<file path="config.mk">
export PLATFORM = sky130hd
export DESIGN_NAME = wb_shared_bus_flat
export DESIGN_NICKNAME = d
export VERILOG_FILES = /design/src/rtl/wb_shared_bus_if.sv /design/src/rtl/wb_shared_bus.sv /design/src/flat_wrapper.sv
export SDC_FILE = /design/constraint.sdc
export NUM_CORES = 1
export LEC_CHECK = 0
export ABC_AREA = 0
export CORE_AREA = 2 2 155 157
export DETAILED_ROUTE_END_ITERATION = 8
export DIE_AREA = 0 0 157 159
export HOLD_SLACK_MARGIN = 0.12
export PLACE_DENSITY = 0.54
export SLEW_MARGIN = 15
export SYNTH_ARGS = -nofsm -noshare
export SYNTH_HDL_FRONTEND = slang
export SYNTH_SLANG_ARGS = --single-unit
</file>
<file path="constraint.sdc">
create_clock -name clk -period 2.65 [get_ports clk]
set_clock_uncertainty 0.15 [all_clocks]
set_input_delay 0.265 -clock clk [delete_from_list [all_inputs] [get_ports clk]]
set_output_delay 0.265 -clock clk [all_outputs]
set_load 0.05 [all_outputs]
</file>
<file path="src/rtl/wb_shared_bus_if.sv">
// Bundle of master-side and slave-side Wishbone signals seen by wb_shared_bus.
// Signal suffixes are from the interconnect's point of view (_i into it, _o out of it).
interface wb_shared_bus_if #(
  parameter int NUM_MASTERS = 2,
  parameter int NUM_SLAVES  = 4
);
  logic [32*NUM_MASTERS-1:0] m_adr_i;
  logic [32*NUM_MASTERS-1:0] m_dat_i;
  logic [4*NUM_MASTERS-1:0]  m_sel_i;
  logic [NUM_MASTERS-1:0]    m_we_i;
  logic [NUM_MASTERS-1:0]    m_cyc_i;
  logic [NUM_MASTERS-1:0]    m_stb_i;
  logic [31:0]               m_dat_o;
  logic [NUM_MASTERS-1:0]    m_ack_o;
  logic [NUM_MASTERS-1:0]    m_err_o;
  logic [31:0]               s_adr_o;
  logic [31:0]               s_dat_o;
  logic [3:0]                s_sel_o;
  logic                      s_we_o;
  logic [NUM_SLAVES-1:0]     s_cyc_o;
  logic [NUM_SLAVES-1:0]     s_stb_o;
  logic [32*NUM_SLAVES-1:0]  s_dat_i;
  logic [NUM_SLAVES-1:0]     s_ack_i;
  logic [NUM_SLAVES-1:0]     s_err_i;
  logic [NUM_MASTERS-1:0]    grant_o;

  // Interconnect side.
  modport slave (
    input  m_adr_i, m_dat_i, m_sel_i, m_we_i, m_cyc_i, m_stb_i,
    input  s_dat_i, s_ack_i, s_err_i,
    output m_dat_o, m_ack_o, m_err_o,
    output s_adr_o, s_dat_o, s_sel_o, s_we_o, s_cyc_o, s_stb_o, grant_o
  );

  // Environment side: the masters and slave devices attached to the bus.
  modport master (
    output m_adr_i, m_dat_i, m_sel_i, m_we_i, m_cyc_i, m_stb_i,
    output s_dat_i, s_ack_i, s_err_i,
    input  m_dat_o, m_ack_o, m_err_o,
    input  s_adr_o, s_dat_o, s_sel_o, s_we_o, s_cyc_o, s_stb_o, grant_o
  );
endinterface

</file>
<file path="src/rtl/wb_shared_bus.sv">
// Wishbone shared-bus interconnect: round-robin arbitration held for a whole CYC, mask/match decode,
// error response on unmapped addresses. Define WB_BUS_TIMEOUT_EN to add the bus watchdog.
module wb_shared_bus #(
  parameter int                        NUM_MASTERS    = 2,
  parameter int                        NUM_SLAVES     = 4,
  parameter logic [32*NUM_SLAVES-1:0]  SLAVE_ADDR     = {32'h70010000, 32'h70000000, 32'h40000000, 32'h00000000},
  parameter logic [32*NUM_SLAVES-1:0]  SLAVE_MASK     = {32'hFFFF0000, 32'hFFFF0000, 32'hE0000000, 32'hF0000000},
  parameter int                        TIMEOUT_CYCLES = 255
) (
  input  logic           clk,
  input  logic           rst_n,
  wb_shared_bus_if.slave bus
);
  localparam int IW = (NUM_MASTERS > 1) ? $clog2(NUM_MASTERS) : 1;

  if (NUM_MASTERS < 1 || NUM_MASTERS > 8) begin : g_bad_masters
    $error("wb_shared_bus: NUM_MASTERS out of range 1..8");
  end
  if (NUM_SLAVES < 1 || NUM_SLAVES > 16) begin : g_bad_slaves
    $error("wb_shared_bus: NUM_SLAVES out of range 1..16");
  end
  if (TIMEOUT_CYCLES < 1 || TIMEOUT_CYCLES > 65535) begin : g_bad_timeout
    $error("wb_shared_bus: TIMEOUT_CYCLES out of range 1..65535");
  end

  typedef enum logic [0:0] {IDLE = 1'b0, BUSY = 1'b1} state_e;

  state_e                 state_q;
  logic [NUM_MASTERS-1:0] grant_q;
  logic [IW-1:0]          last_q;
  logic [NUM_MASTERS-1:0] win_s;
  logic [IW-1:0]          win_idx_s;
  logic                   busy_s;
  logic                   g_cyc_s;
  logic                   g_stb_s;
  logic                   g_we_s;
  logic [31:0]            adr_s;
  logic [31:0]            wdat_s;
  logic [3:0]             bsel_s;
  logic [NUM_SLAVES-1:0]  ssel_s;
  logic                   ssel_vld_s;
  logic [31:0]            rdat_s;
  logic                   ack_s;
  logic                   slv_err_s;
  logic                   unm_s;
  logic                   unm_err_q;
  logic                   unm_seen_q;
  logic [31:0]            unm_adr_q;
  logic                   timeout_err_s;
  logic                   err_s;

  assign busy_s = (state_q == BUSY);

  // Round-robin pick: first requester after last_q, scanning upward with wrap.
  always_comb begin
    logic found_l;
    logic take_l;
    win_s     = '0;
    win_idx_s = '0;
    found_l   = 1'b0;
    take_l    = 1'b0;
    for (int i = 1; i <= NUM_MASTERS; i++) begin
      for (int j = 0; j < NUM_MASTERS; j++) begin
        take_l    = ~found_l & bus.m_cyc_i[j] &
                    (int'(last_q) == ((j - i + NUM_MASTERS) % NUM_MASTERS));
        win_s[j]  = win_s[j] | take_l;
        win_idx_s = take_l ? IW'(j) : win_idx_s;
        found_l   = found_l | take_l;
      end
    end
  end

  // Arbitration FSM; the grant is held until the owner drops CYC.
  always_ff @(posedge clk or negedge rst_n) begin
    if (!rst_n) begin
      state_q <= IDLE;
      grant_q <= '0;
      last_q  <= IW'(NUM_MASTERS - 1);
    end else begin
      case (state_q)
        IDLE: begin
          if (|bus.m_cyc_i) begin
            state_q <= BUSY;
            grant_q <= win_s;
            last_q  <= win_idx_s;
          end
        end
        BUSY: begin
          if (!g_cyc_s) begin
            state_q <= IDLE;
            grant_q <= '0;
          end
        end
        default: begin
          state_q <= IDLE;
          grant_q <= '0;
        end
      endcase
    end
  end

  // Master-to-slave mux; grant_q is all-zero in IDLE so every field reads 0.
  always_comb begin
    adr_s  = 32'h0;
    wdat_s = 32'h0;
    bsel_s = 4'h0;
    for (int i = 0; i < NUM_MASTERS; i++) begin
      adr_s  = adr_s  | (grant_q[i] ? bus.m_adr_i[i*32 +: 32] : 32'h0);
      wdat_s = wdat_s | (grant_q[i] ? bus.m_dat_i[i*32 +: 32] : 32'h0);
      bsel_s = bsel_s | (grant_q[i] ? bus.m_sel_i[i*4 +: 4]   : 4'h0);
    end
  end

  assign g_cyc_s = |(bus.m_cyc_i & grant_q);
  assign g_stb_s = |(bus.m_stb_i & grant_q);
  assign g_we_s  = |(bus.m_we_i  & grant_q);

  // Address decode; lowest matching slave wins on overlap.
  always_comb begin
    logic found_l;
    logic hit_l;
    ssel_s  = '0;
    found_l = 1'b0;
    hit_l   = 1'b0;
    for (int k = 0; k < NUM_SLAVES; k++) begin
      hit_l     = ((adr_s & SLAVE_MASK[k*32 +: 32]) == SLAVE_ADDR[k*32 +: 32]);
      ssel_s[k] = busy_s & ~found_l & hit_l;
      found_l   = found_l | hit_l;
    end
    ssel_vld_s = busy_s & found_l;
  end

  // Read-data return from the selected slave.
  always_comb begin
    rdat_s = 32'h0;
    for (int k = 0; k < NUM_SLAVES; k++) begin
      rdat_s = rdat_s | (ssel_s[k] ? bus.s_dat_i[k*32 +: 32] : 32'h0);
    end
  end

  assign ack_s     = |(bus.s_ack_i & ssel_s);
  assign slv_err_s = |(bus.s_err_i & ssel_s);
  assign unm_s     = busy_s & g_stb_s & ~ssel_vld_s;

  // One error pulse per unmapped strobe; re-armed when stb drops or the address moves.
  always_ff @(posedge clk or negedge rst_n) begin
    if (!rst_n) begin
      unm_err_q  <= 1'b0;
      unm_seen_q <= 1'b0;
      unm_adr_q  <= 32'h0;
    end else begin
      unm_err_q  <= unm_s & ~(unm_seen_q & (adr_s == unm_adr_q));
      unm_seen_q <= unm_s;
      unm_adr_q  <= adr_s;
    end
  end

`ifdef WB_BUS_TIMEOUT_EN
  localparam logic [15:0] TO_LAST = 16'(TIMEOUT_CYCLES - 1);

  logic [15:0] to_cnt_q;
  logic        to_q;

  // Watchdog: counts unanswered strobe cycles and fires a single error pulse.
  always_ff @(posedge clk or negedge rst_n) begin
    if (!rst_n) begin
      to_cnt_q <= 16'h0;
      to_q     <= 1'b0;
    end else if (!busy_s || !g_stb_s || ack_s || slv_err_s || unm_s) begin
      to_cnt_q <= 16'h0;
      to_q     <= 1'b0;
    end else if (to_cnt_q == TO_LAST) begin
      to_cnt_q <= 16'h0;
      to_q     <= 1'b1;
    end else begin
      to_cnt_q <= to_cnt_q + 16'h1;
      to_q     <= 1'b0;
    end
  end

  // A slave ack arriving together with the timeout wins.
  assign timeout_err_s = to_q & ~ack_s;
`else
  assign timeout_err_s = 1'b0;
`endif

  assign err_s = slv_err_s | unm_err_q | timeout_err_s;

  assign bus.s_adr_o = adr_s;
  assign bus.s_dat_o = wdat_s;
  assign bus.s_sel_o = bsel_s;
  assign bus.s_we_o  = g_we_s;
  assign bus.s_cyc_o = ssel_s & {NUM_SLAVES{g_cyc_s}};
  assign bus.s_stb_o = ssel_s & {NUM_SLAVES{g_stb_s}};
  assign bus.m_dat_o = rdat_s;
  assign bus.m_ack_o = ack_s ? grant_q : '0;
  assign bus.m_err_o = err_s ? grant_q : '0;
  assign bus.grant_o = grant_q;
endmodule

</file>
<file path="src/flat_wrapper.sv">
// flat-port wrapper written by rule: the top's interface ports become plain ports
module wb_shared_bus_flat 
#(
  parameter int                        NUM_MASTERS    = 2,
  parameter int                        NUM_SLAVES     = 4,
  parameter logic [32*NUM_SLAVES-1:0]  SLAVE_ADDR     = {32'h70010000, 32'h70000000, 32'h40000000, 32'h00000000},
  parameter logic [32*NUM_SLAVES-1:0]  SLAVE_MASK     = {32'hFFFF0000, 32'hFFFF0000, 32'hE0000000, 32'hF0000000},
  parameter int                        TIMEOUT_CYCLES = 255
)
  (clk, rst_n, bus_m_adr_i, bus_m_dat_i, bus_m_sel_i, bus_m_we_i, bus_m_cyc_i, bus_m_stb_i, bus_s_dat_i, bus_s_ack_i, bus_s_err_i, bus_m_dat_o, bus_m_ack_o, bus_m_err_o, bus_s_adr_o, bus_s_dat_o, bus_s_sel_o, bus_s_we_o, bus_s_cyc_o, bus_s_stb_o, bus_grant_o);
  wb_shared_bus_if #(.NUM_MASTERS(NUM_MASTERS), .NUM_SLAVES(NUM_SLAVES)) bus_i ();
  input  logic clk;
  input  logic rst_n;
  input wire logic [$bits(bus_i.m_adr_i)-1:0] bus_m_adr_i;
  input wire logic [$bits(bus_i.m_dat_i)-1:0] bus_m_dat_i;
  input wire logic [$bits(bus_i.m_sel_i)-1:0] bus_m_sel_i;
  input wire logic [$bits(bus_i.m_we_i)-1:0] bus_m_we_i;
  input wire logic [$bits(bus_i.m_cyc_i)-1:0] bus_m_cyc_i;
  input wire logic [$bits(bus_i.m_stb_i)-1:0] bus_m_stb_i;
  input wire logic [$bits(bus_i.s_dat_i)-1:0] bus_s_dat_i;
  input wire logic [$bits(bus_i.s_ack_i)-1:0] bus_s_ack_i;
  input wire logic [$bits(bus_i.s_err_i)-1:0] bus_s_err_i;
  output wire logic [$bits(bus_i.m_dat_o)-1:0] bus_m_dat_o;
  output wire logic [$bits(bus_i.m_ack_o)-1:0] bus_m_ack_o;
  output wire logic [$bits(bus_i.m_err_o)-1:0] bus_m_err_o;
  output wire logic [$bits(bus_i.s_adr_o)-1:0] bus_s_adr_o;
  output wire logic [$bits(bus_i.s_dat_o)-1:0] bus_s_dat_o;
  output wire logic [$bits(bus_i.s_sel_o)-1:0] bus_s_sel_o;
  output wire logic [$bits(bus_i.s_we_o)-1:0] bus_s_we_o;
  output wire logic [$bits(bus_i.s_cyc_o)-1:0] bus_s_cyc_o;
  output wire logic [$bits(bus_i.s_stb_o)-1:0] bus_s_stb_o;
  output wire logic [$bits(bus_i.grant_o)-1:0] bus_grant_o;
  assign bus_i.m_adr_i = bus_m_adr_i;
  assign bus_i.m_dat_i = bus_m_dat_i;
  assign bus_i.m_sel_i = bus_m_sel_i;
  assign bus_i.m_we_i = bus_m_we_i;
  assign bus_i.m_cyc_i = bus_m_cyc_i;
  assign bus_i.m_stb_i = bus_m_stb_i;
  assign bus_i.s_dat_i = bus_s_dat_i;
  assign bus_i.s_ack_i = bus_s_ack_i;
  assign bus_i.s_err_i = bus_s_err_i;
  assign bus_m_dat_o = bus_i.m_dat_o;
  assign bus_m_ack_o = bus_i.m_ack_o;
  assign bus_m_err_o = bus_i.m_err_o;
  assign bus_s_adr_o = bus_i.s_adr_o;
  assign bus_s_dat_o = bus_i.s_dat_o;
  assign bus_s_sel_o = bus_i.s_sel_o;
  assign bus_s_we_o = bus_i.s_we_o;
  assign bus_s_cyc_o = bus_i.s_cyc_o;
  assign bus_s_stb_o = bus_i.s_stb_o;
  assign bus_grant_o = bus_i.grant_o;
  wb_shared_bus #(.NUM_MASTERS(NUM_MASTERS), .NUM_SLAVES(NUM_SLAVES), .SLAVE_ADDR(SLAVE_ADDR), .SLAVE_MASK(SLAVE_MASK), .TIMEOUT_CYCLES(TIMEOUT_CYCLES)) u_core (.clk(clk), .rst_n(rst_n), .bus(bus_i));
endmodule
</file>
==> metrics.md <==
| Metric | Value |
|---|---|
| Maximum VDD drop | `slightly below 0.0006 V` |
| CP cell instances | `buf_6 -> or4_4 -> o41ai_4 -> nand4_1 -> nor3_4 -> nand2b_4 -> buf_12 -> buf_12 -> o21ai_4 -> buf_12` |
| Worst Setup End Kind | `output port` |
| Largest area contributor in the netlist | `dfrtp_1` |
| Die area | `roughly 25000 sq um` |
| Non-Filler Instances | `1117` |
| Syn Nets | `639` |
| Leakage | `4.04 nW` |
| Post-synthesis area per instance | `around 9 sq um` |
| Reg2reg end | `u_core.unm_err_q$_DFF_PN0_` |
| GRT overflow | `0` |
| Status | `complete, but fails checks` |
| Fin crit share | `1.08` |
| Min-Delay Path Class | `input pin to register` |
| Synth cell types | `38` |
| Initial antenna violation count | `1` |
| Critical Setup Path Class | `input pin to output port` |
| Via/cell ratio | `about 4.2` |
| Worst-path clk slew | `~50 ps` |
| Chip height | `approximately 160 um` |
| Setup crit start | `bus_m_adr_i[51]` |
| Vias in the first global route | `between 5000 and 6000` |
| Leading cell type in the layout, fill and taps excluded | `clkdlybuf4s50_1` |
| RSZ-0062 raised after global routing | `true` |
| Slew Viols, Final | `0` |
| Antenna Violating Nets Remaining | `0` |
| Core Region | `approximately 23000 sq um` |
| CP Max Fanout | `8` |
| Final core occ | `0.434` |
| Placed standard-cell area | `roughly 9600 sq um` |
| Main flop type after synthesis | `dfrtp_1` |
| WP data arrival | `between 2000 and 2500 ps` |
| Dpl cells | `1097` |
| Setup slack, reg-to-reg | `roughly 130 ps` |
| Total routed wirelength | `20700 um` |
| Tot GR Track Use | `0.159` |
| Total negative slack | `-4840 ps` |
| Top Ports | `roughly 400` |
| Drt wl/cell | `around 18 um` |
| Slew headroom | `0.389` |
| Clock buffer depth | `2` |
| DP HPWL | `about 18000 um` |
| Horiz. Die Dim | `157 um` |
| Psw | `5.30 mW` |
| Post-route cell area | `10100 sq um` |
| Cell depth of the worst flop-to-flop path | `8` |
| Largest net degree at the start of global routing | `41` |
| # fillers | `roughly 2200` |
| RePlAce Congestion | `about 0.81` |
| Synthesis Warnings | `0` |
| DR vias | `between 4000 and 5000` |
| Crit start category | `input pin` |
| Clk sinks | `38` |
| Post-synth top area share | `0.287` |
| Comb power frac | `0.858` |
| Rows | `56` |
| P_int | `between 5 and 6 mW` |
| Multi-input gate area | `2760 sq um` |
| Worst skew pair latency | `between 200 and 300 ps` |
| Ant. Diodes | `0` |
| Storage element area | `957 sq um` |
| Post-synthesis cell area | `about 3200 sq um` |
| Layout area overhead | `212%` |
| Most frequent cells in the layout | `clkdlybuf4s50_1 (274), buf_12 (126), a22o_1 (62)` |
| Failing checks | `negative setup slack` |
| CTS tree | `built` |
| Fmax achieved | `approximately 350 MHz` |
| Detailed Route Iter0 Violations | `around 210` |
| Hold Fails Final Rpt | `0` |
| Async S/R FF share, synth | `1.00` |
| Synth Instances | `about 360` |
| Worst EP required | `2240 ps` |
| Count of final setup violators | `40` |
| CP max-delay cell | `or4_4` |
| Number of synthesized flops with an enable pin | `0` |
| Synth area leaders | `dfrtp_1 (29%), a22o_1 (18%), mux2i_1 (9.9%)` |
| CP endpoint | `bus_m_dat_o[9]` |
| Max-Cap Viols | `0` |
| WHS | `between 200 and 250 ps` |
| Most used cell, CP | `buf_12` |
| Power Dens Cells | `about 1100 nW/um^2` |
| R2R Path Start | `u_core.bus.grant_o[1]$_DFFE_PN0P_` |
| Global-route wire length before repair | `30500 um` |
| Num CTS Buffers | `5` |
| Seq pwr share | `0.089` |
| Port-buffer cells | `just under 400` |
| DRT Pass-1 Iters | `5` |
| Initial core utilization | `0.139` |
| Nets@finish | `around 1100` |
| Switch share | `0.482` |
| H-tree levels | `2` |
| Final worst slack | `-201 ps` |
| Share of layout cells above drive strength 1 | `0.356` |
| Post-route DRC violation count | `0` |
| Sequential share of the synthesized area | `0.295` |
| CP max stage delay | `between 500 and 600 ps` |
| Clock power share | `0.054` |
| Yosys reg bits | `38` |
| Period minus WS final | `2850 ps` |
| Clock root buffer | `clkbuf_16` |
| Actual slew at the worst max-slew pin | `between 900 and 1000 ps` |
worst min path at each step:
stage                    startpoint                           endpoint  slack [ps]  cells past startpoint
floorplan                     rst_n  u_core.bus.grant_o[0]$_DFFE_PN0P_        -180                      0
detailed placement            rst_n      u_core.unm_adr_q[6]$_DFF_PN0_         100                      1
finish              bus_m_adr_i[51]     u_core.unm_adr_q[19]$_DFF_PN0_         230                      2
global placement              rst_n      u_core.unm_adr_q[6]$_DFF_PN0_          90                      1
CTS                 bus_m_adr_i[51]     u_core.unm_adr_q[19]$_DFF_PN0_         230                      2
global route        bus_m_adr_i[51]     u_core.unm_adr_q[19]$_DFF_PN0_         240                      2
flip-flops by register name (all words and copies together) (netlist names):
signal and flops:
u_core.unm_err_q 1, u_core.unm_seen_q 1, u_core.bus.grant_o 2, u_core.unm_adr_q 32
u_core.last_q 1, u_core.busy_s 1
metrics by stage:
step / worst slack, ps / power (mW)
after floorplan: -31.4 / 5.64
after global placement: -576 / 10.1
after detailed placement: -569 / 10.1
after CTS: -236 / 10.9
after global routing: -289 / 11.5
final: -201 / 11.0
worst max-delay path, delay by kind of cell:
kind	cells	cell delay [ps]
AO/OA/AOI/OAI	2	440
AND/OR/NAND/NOR	4	1160
buffers and inverters	4	540
synth_stat cells (all sizes together), types with 4 or more instances:
library cell	n
or2	5
a22oi	38
dfrtp	37
a22o	66
clkbuf	14
a21boi	4
buf	19
mux2i	32
nor2b	6
a21oi	6
nor3	12
o21ai	37
inv	4
xor2	23
a2111oi	5
nor4	6
nand2	21
power groups by stage:
| stage | Clock [mW] | Combinational (mW) | Sequential [mW] |
|---|---|---|---|
| 2_1_floorplan | 0 | 4.65 | 0.985 |
| 3_3_place_gp | 0 | 9.14 | 0.998 |
| 3_5_place_dp | 0 | 9.14 | 0.999 |
| 4_1_cts | 0.615 | 9.33 | 0.972 |
| 5_1_grt | 0.629 | 9.84 | 0.996 |
| 6_report | 0.591 | 9.42 | 0.973 |
cell type report:
| type | count | share of cell area |
|---|---|---|
| clock buffer | 7 | 0.0142 |
| clock inverter | 1 | 0.000497 |
| inverter | 4 | 0.00174 |
| multi-input combinational | 284 | 0.274 |
| sequential | 38 | 0.0951 |
| tap | 319 | 0.0396 |
| timing repair buffer | 464 | 0.575 |
routing by layer:
layer  vias up  global-route usage  share of wire
li1       2290                   -              -
met1      2200               0.190           0.39
met2       181               0.293           0.54
met3        23              0.0299          0.052
met4         2              0.0354          0.018
met5         -                   0        0.00058
what timing repair did:
item / 4_1_cts / 5_1_grt
cloned: 2 / 0
hold buffers: 1 / 0
pin swaps: 39 / 12
buffers inserted: 6 / 5
endpoints found under the hold margin: 19 / 0
setup endpoints to repair: 44 / 44
resized for setup: 40 / 32
cells by family after synthesis:
group / share of synthesized area
DFF: 0.295
xor gates and xnor gates: 0.0705
and+or+nand+nor: 0.103
AOI/OAI and AO/OA: 0.376
muxes: 0.0992
buffers and inverters: 0.0566
Power figures use the tool's default switching activity.
